`src/rtl/decode_pkg.sv`:
```
// ---------------------------------------------------------------------------
// decode_pkg: opcode values, control-word layout and the opcode table decode
// Revision: 1.0
// ---------------------------------------------------------------------------
`default_nettype none

package decode_pkg;

  localparam logic [6:0] OP_NOP  = 7'h00;
  localparam logic [6:0] OP_ST   = 7'h01;
  localparam logic [6:0] OP_ADD  = 7'h02;
  localparam logic [6:0] OP_SUB  = 7'h05;
  localparam logic [6:0] OP_AND  = 7'h08;
  localparam logic [6:0] OP_OR   = 7'h09;
  localparam logic [6:0] OP_XOR  = 7'h0A;
  localparam logic [6:0] OP_NOT  = 7'h0B;
  localparam logic [6:0] OP_LD   = 7'h21;
  localparam logic [6:0] OP_ADI  = 7'h22;
  localparam logic [6:0] OP_MOVA = 7'h40;
  localparam logic [6:0] OP_BZ   = 7'h60;
  localparam logic [6:0] OP_JMP  = 7'h70;

  typedef struct packed {
    logic       rw;
    logic [1:0] md;
    logic [1:0] bs;
    logic       ps;
    logic       mw;
    logic [4:0] fs;
    logic       ma;
    logic       mb;
    logic       cs;
  } ctrl_t;

  typedef struct packed {
    ctrl_t ctrl;
    logic  uses_a;
    logic  uses_b;
    logic  illegal;
  } dec_t;

  // Opcode arrives zero-extended to 32 bits so any OPC_W up to 32 decodes
  // correctly: set upper bits simply fail every table entry.
  function automatic dec_t decode_op(input logic [31:0] opc);
    dec_t d;
    d        = '0;
    d.uses_a = 1'b1;
    case (opc)
      32'(OP_NOP):  d.uses_a = 1'b0;
      32'(OP_ADD):  begin d.ctrl.rw = 1'b1; d.ctrl.fs = 5'h02; d.uses_b = 1'b1; end
      32'(OP_SUB):  begin d.ctrl.rw = 1'b1; d.ctrl.fs = 5'h05; d.uses_b = 1'b1; end
      32'(OP_AND):  begin d.ctrl.rw = 1'b1; d.ctrl.fs = 5'h08; d.uses_b = 1'b1; end
      32'(OP_OR):   begin d.ctrl.rw = 1'b1; d.ctrl.fs = 5'h09; d.uses_b = 1'b1; end
      32'(OP_XOR):  begin d.ctrl.rw = 1'b1; d.ctrl.fs = 5'h0A; d.uses_b = 1'b1; end
      32'(OP_NOT):  begin d.ctrl.rw = 1'b1; d.ctrl.fs = 5'h0B; end
      32'(OP_MOVA): d.ctrl.rw = 1'b1;
      32'(OP_LD):   begin d.ctrl.rw = 1'b1; d.ctrl.md = 2'b01; end
      32'(OP_ST):   begin d.ctrl.mw = 1'b1; d.uses_b = 1'b1; end
      32'(OP_ADI):  begin d.ctrl.rw = 1'b1; d.ctrl.mb = 1'b1; d.ctrl.fs = 5'h02; end
      32'(OP_BZ):   begin
        d.ctrl.bs = 2'b01; d.ctrl.ps = 1'b1; d.ctrl.mb = 1'b1; d.ctrl.cs = 1'b1;
      end
      32'(OP_JMP):  d.ctrl.bs = 2'b10;
      default:      begin d.uses_a = 1'b0; d.illegal = 1'b1; end
    endcase
    return d;
  endfunction

endpackage

`default_nettype wire

```
`src/rtl/decode_scoreboard.sv`:
```
// ---------------------------------------------------------------------------
// decode_scoreboard: per-register pending-write bits with three lookup ports
// Revision: 1.0
// ---------------------------------------------------------------------------
`default_nettype none

module decode_scoreboard #(
  parameter int REG_AW = 5
) (
  input  logic              clk,
  input  logic              rst,
  input  logic              set_en,
  input  logic [REG_AW-1:0] set_addr,
  input  logic              clr_en,
  input  logic [REG_AW-1:0] clr_addr,
  input  logic [REG_AW-1:0] a_addr,
  input  logic [REG_AW-1:0] b_addr,
  input  logic [REG_AW-1:0] d_addr,
  output logic              a_pend,
  output logic              b_pend,
  output logic              d_pend
);

  localparam int NREG = 2**REG_AW;

  logic [NREG-1:0] pend;

  // Set is written after clear so a same-index collision leaves the bit set.
  always_ff @(posedge clk) begin
    if (rst) begin
      pend <= '0;
    end else begin
      if (clr_en) pend[clr_addr] <= 1'b0;
      if (set_en) pend[set_addr] <= 1'b1;
    end
  end

  assign a_pend = pend[a_addr];
  assign b_pend = pend[b_addr];
  assign d_pend = pend[d_addr];

endmodule

`default_nettype wire

```
`src/rtl/decode_stage.sv`:
```
// ---------------------------------------------------------------------------
// decode_stage: registered IR decode with RAW/WAW stall, branch wait, flush
// Revision: 1.0
// ---------------------------------------------------------------------------
`default_nettype none

module decode_stage
  import decode_pkg::*;
#(
  parameter int IR_W   = 32,
  parameter int OPC_W  = 7,
  parameter int REG_AW = 5
) (
  input  logic              clk,
  input  logic              rst,
  input  logic              in_valid,
  output logic              in_ready,
  input  logic [IR_W-1:0]   ir,
  output logic              out_valid,
  input  logic              out_ready,
  output logic              rw,
  output logic              mw,
  output logic              ps,
  output logic              ma,
  output logic              mb,
  output logic              cs,
  output logic [1:0]        md,
  output logic [1:0]        bs,
  output logic [4:0]        fs,
  output logic [REG_AW-1:0] da,
  output logic [REG_AW-1:0] aa,
  output logic [REG_AW-1:0] ba,
  output logic [IR_W-1:0]   imm,
  output logic              illegal,
  input  logic              wb_valid,
  input  logic [REG_AW-1:0] wb_addr,
  input  logic              br_resolve,
  input  logic              flush
);

  localparam int FIELD_LSB = IR_W - OPC_W - 3*REG_AW;

  localparam logic [0:0] ST_RUN     = 1'b0;
  localparam logic [0:0] ST_BR_WAIT = 1'b1;

  logic [OPC_W-1:0]  opc;
  logic [REG_AW-1:0] dr, sa, sb;
  logic [31:0]       opc_ext;
  dec_t              dec;
  logic [IR_W-1:0]   imm_next;
  logic              pend_a, pend_b, pend_d;
  logic              hz, accept;
  logic [0:0]        state;
  ctrl_t             ctrl;

  assign opc     = ir[IR_W-1 -: OPC_W];
  assign dr      = ir[IR_W-OPC_W-1 -: REG_AW];
  assign sa      = ir[IR_W-OPC_W-REG_AW-1 -: REG_AW];
  assign sb      = ir[FIELD_LSB +: REG_AW];
  assign opc_ext = 32'(opc);
  assign dec     = decode_op(opc_ext);

  generate
    if (FIELD_LSB > 0) begin : g_unused_low
      logic unused_low_bits;
      assign unused_low_bits = ^ir[FIELD_LSB-1:0];
    end
  endgenerate

  assign imm_next = dec.ctrl.cs ? {{(IR_W-REG_AW){sb[REG_AW-1]}}, sb}
                                : {{(IR_W-REG_AW){1'b0}}, sb};

  decode_scoreboard #(.REG_AW(REG_AW)) u_scoreboard (
    .clk      (clk),
    .rst      (rst),
    .set_en   (accept & dec.ctrl.rw),
    .set_addr (dr),
    .clr_en   (wb_valid),
    .clr_addr (wb_addr),
    .a_addr   (sa),
    .b_addr   (sb),
    .d_addr   (dr),
    .a_pend   (pend_a),
    .b_pend   (pend_b),
    .d_pend   (pend_d)
  );

  // Registered pend only: a writeback in this cycle does not release a stall
  // until the next one.
  assign hz = (dec.uses_a & pend_a) | (dec.uses_b & pend_b) | (dec.ctrl.rw & pend_d);

  assign in_ready = (state == ST_RUN) & ~hz & (~out_valid | out_ready) & ~flush;
  assign accept   = in_valid & in_ready;

  always_ff @(posedge clk) begin
    if (rst) begin
      state <= ST_RUN;
    end else if (flush) begin
      state <= ST_RUN;
    end else if (state == ST_RUN) begin
      if (accept && dec.ctrl.bs != 2'b00) state <= ST_BR_WAIT;
    end else if (br_resolve) begin
      state <= ST_RUN;
    end
  end

  always_ff @(posedge clk) begin
    if (rst) begin
      out_valid <= 1'b0;
      ctrl      <= '0;
      da        <= '0;
      aa        <= '0;
      ba        <= '0;
      imm       <= '0;
      illegal   <= 1'b0;
    end else if (flush) begin
      out_valid <= 1'b0;
    end else if (accept) begin
      out_valid <= 1'b1;
      ctrl      <= dec.ctrl;
      da        <= dr;
      aa        <= sa;
      ba        <= sb;
      imm       <= imm_next;
      illegal   <= dec.illegal;
    end else if (out_ready) begin
      out_valid <= 1'b0;
    end
  end

  assign rw = ctrl.rw;
  assign md = ctrl.md;
  assign bs = ctrl.bs;
  assign ps = ctrl.ps;
  assign mw = ctrl.mw;
  assign fs = ctrl.fs;
  assign ma = ctrl.ma;
  assign mb = ctrl.mb;
  assign cs = ctrl.cs;

endmodule

`default_nettype wire

```
`config.mk`:
```
export PLATFORM = sky130hd
export DESIGN_NAME = decode_stage
export DESIGN_NICKNAME = d
export VERILOG_FILES = /design/src/rtl/decode_pkg.sv /design/src/rtl/decode_scoreboard.sv /design/src/rtl/decode_stage.sv
export SDC_FILE = /design/constraint.sdc
export NUM_CORES = 1
export LEC_CHECK = 0
export ABC_AREA = 1
export BUFFER_PORTS_ARGS = -buffer_cell sky130_fd_sc_hd__buf_4
export CAP_MARGIN = 20
export CORE_MARGIN = 2
export CORE_UTILIZATION = 42
export DETAILED_ROUTE_END_ITERATION = 10
export GPL_ROUTABILITY_DRIVEN = 0
export PLACE_DENSITY_LB_ADDON = 0.15
export SYNTH_ARGS = -nofsm -noshare
export SYNTH_HDL_FRONTEND = slang
export SYNTH_SLANG_ARGS = --single-unit
```
`constraint.sdc`:
```
create_clock -name clk -period 2 [get_ports clk]
set_input_delay 0.4 -clock clk [delete_from_list [all_inputs] [get_ports clk]]
set_output_delay 0.4 -clock clk [all_outputs]
set_load 0.01 [all_outputs]
```
==> flow_summary.yaml <==
run_status:
  status: "complete, but fails checks"
  violations: "negative setup slack"
detailed_routing:
  viasPerCell: 5.50
  dr.pass1.iters: 5
  drc: 0
  ant_nets: 0
  vias: 5081
  avgRoutedWirePerCell_um: 15.8
  routed_wirelength_mm: 14.6
  drtIter0Drc: 395
timing:
  tightest_slew_ps: 519
  slew_headroom: 0.653
  fin_worst_skew_ps: 12.4
  drv_slew: 0
  hold_viol: 0
  rsz0062_at_grt: "true"
  max_freq_ghz: 0.491
  finalHoldWorstSlack_ps: 286
  finalWorstSetupSlack_ps: -36.7
  setup_viol: 1
  finalCritPeriodShare: 1.02
  period_minus_slack_ps: 2040
hold_path:
  min-delay-start: "br_resolve"
  holdPathEnd: "state"
  worstHoldPathType: "primary input to register"
  holdPathStages: 4
run:
  maxCapViolations: 0
grt:
  grt_usage: 0.267
  antenna_found_initial: 0
  grt_max_degree: 37
  grt_pass1_vias: 4773
  gr-total-overflow: 0
  grt_pass1_wl_mm: 23.5
critical_path:
  slowest_stage: "dfxtp_2"
  r2r_slack_ps: 150
  cpPeakStageDelay_ps: 350
  critical_path_class: "register to primary output"
  worstRegToRegCells: 12
  cp_common_cell: "nand3_1"
  cp.arrival_ps: 1640
  r2r-end: "da[2]"
  path_delay_family: "simple AND/OR/NAND/NOR gates"
  cp-end-kind: "primary output"
  crit_chain: "inv_1, o21ai_1, nand3_1, nand3_2, nand3_1, a21oi_2, nor2_4, buf_6"
  timing.rr.start: "u_scoreboard.pend[14]"
  cp-start-kind: "register"
  crit_fanout: 3
  critPathBufInv: 2
  worstPathRequired_ps: 1600
layout:
  multi_input_area_um2: 2430
  regArea_um2: 1280
  drive_above_1_share: 0.333
  final_area_um2: 5700
  layout_commonest_cell: "buf_4"
  diodes: 0
  area_delta_synth_final_pct: 36.4
  fin_nets: 829
  n_fill_cell: 954
  layout_common_cells: "154 x buf_4, 129 x nand2_1, 80 x nand3_1, 74 x a21oi_1, 53 x nor2_1"
clock_tree:
  cts_max_level: 3
  clk_path_buf_depth: 2
  tritoncts: "done"
  cts-root-buf: "clkbuf_8"
  cts_sinks: 62
  clk_pin_slew_ps: 80
  hold_buffers: 0
  cts_made_buffers: 9
  clk_latency_ps: 350
floorplanning:
  pin_count: 109
  dieHeight_um: 104
  die_x_um: 104
  dieArea_um2: 10800
  rows: 36
  floorplan.initialDensity: 0.429
  core_area_um2: 9730
placement:
  placed_area_um2: 5210
  dpl.hpwl_mm: 10.3
  io_buffer_count: 95
power_and_ir_drop:
  clock_power_share: 0.380
  cellLeakagePower_nw: 2.46
  power.share.switching: 0.314
  p_comb_frac: 0.215
  power_frac_seq: 0.405
  total_power_mw: 3.11
  peakVddDrop_uv: 414
  p_sw_uw: 978
  p_int_mw: 2.13
  p_per_area_nw_per_um2: 546
synth:
  async_flop_share: 0
  synth-seq-area-share: 0.297
  synthCells: 675
  yosys_warnings: 0
  ys_ff_latch: 62
  ys.flop_type: "dfxtp_1"
  synth_area_um2: 4180
  synth.distinct_cells: 24
  synth_enable_flop_cells: 0
  syn_avg_cell_area_um2: 6.19
-- cell type report --
class | count | share of cell area
Inverter | 58 | 0.0395
Tap cell | 133 | 0.0292
Clock inverter | 6 | 0.0125
Clock buffer | 10 | 0.0241
Timing Repair Buffer | 168 | 0.242
Sequential cell | 62 | 0.225
Multi-Input combinational cell | 486 | 0.427
-- how the worst max path moves through the flow --
stage,depth (start not counted),slack (ps),from,end
finish,8,-40,u_scoreboard.pend[14],in_ready
detailed placement,14,-220,ir[20],u_scoreboard.pend[2]
global route,10,-100,u_scoreboard.pend[13],in_ready
CTS,10,-20,u_scoreboard.pend[15],in_ready
floorplan,12,10,ir[15],in_ready
global placement,14,-150,ir[20],u_scoreboard.pend[26]
-- per-stage QoR --
stage | TNS (ps) | setup WS (ps) | utilization | cells
2_1_floorplan | 0 | 13.4 | - | 677
3_3_place_gp | -6790 | -155 | 0.535 | 902
3_5_place_dp | -8700 | -215 | 0.535 | 902
4_1_cts | -20.1 | -20.1 | 0.570 | 922
5_1_grt | -96.1 | -96.1 | 0.586 | 923
6_report | -36.7 | -36.7 | 0.586 | 923
-- cells in the mapped netlist (5+ instances only) --
cell type,instances,share of area
nand3_1,93,0.11
inv_1,53,0.048
nand4_1,36,0.054
buf_4,46,0.083
nand2_1,135,0.12
a21oi_1,78,0.093
buf_2,6,0.0072
nor2_1,63,0.057
nor3_1,13,0.016
inv_2,5,0.0045
o21ai_0,42,0.050
clkbuf_1,16,0.014
o21ai_1,7,0.0084
dfxtp_1,62,0.30
-- routing by layer --
layer | up-vias | share of wire | GRT usage | wire length, um
li1 | 2443 | - | - | -
met1 | 2340 | 0.42 | 0.349 | 6100
met2 | 275 | 0.47 | 0.434 | 6800
met3 | 23 | 0.093 | 0.0535 | 1350
met4 | 0 | 0.020 | 0.100 | 297
met5 | - | 0 | 0 | 0
-- state kept, by name, indices dropped and copies added (netlist names) --
name               flops
out_valid              1
illegal                1
state                  1
da                     5
mb                     1
u_scoreboard.pend     32
cs                     1
bs                     2
ba                     4
rw                     1
imm                    2
mw                     1
md                     1
fs                     4
aa                     5
-- logic make-up (layout without fill, tap and decap cells) --
| family | Yosys count | count (layout) | synth area share |
|---|---|---|---|
| flip-flops | 62 | 62 | 0.297 |
| other | 1 | 3 | 0.000898 |
| AO/OA/AOI/OAI | 128 | 128 | 0.154 |
| AND/OR/NAND/NOR | 355 | 355 | 0.387 |
| buffers and inverters | 129 | 242 | 0.161 |
-- worst register-to-register path, delay by kind of cell, from the launching register on --
kind	cells	cell delay, ps
AO/OA/AOI/OAI	3	470
AND/OR/NAND/NOR	6	560
buffers and inverters	3	400
flip-flops	1	350
-- what timing repair did --
action	4_1_cts	5_1_grt
gates resized for setup	40	50
setup endpoints to repair	1	30
buffers inserted	4	1
pin swaps	10	27
-- power by group through the flow --
| stage | Sequential [mW] | Combinational, mW | Clock, mW |
|---|---|---|---|
| after floorplan | 1.30 | 0.321 | 0 |
| after global placement | 1.30 | 0.607 | 0 |
| after detailed placement | 1.30 | 0.615 | 0 |
| after CTS | 1.27 | 0.636 | 1.19 |
| after global routing | 1.26 | 0.723 | 1.26 |
| final | 1.26 | 0.669 | 1.18 |
Note: power is estimated with default switching activity, not from simulation.
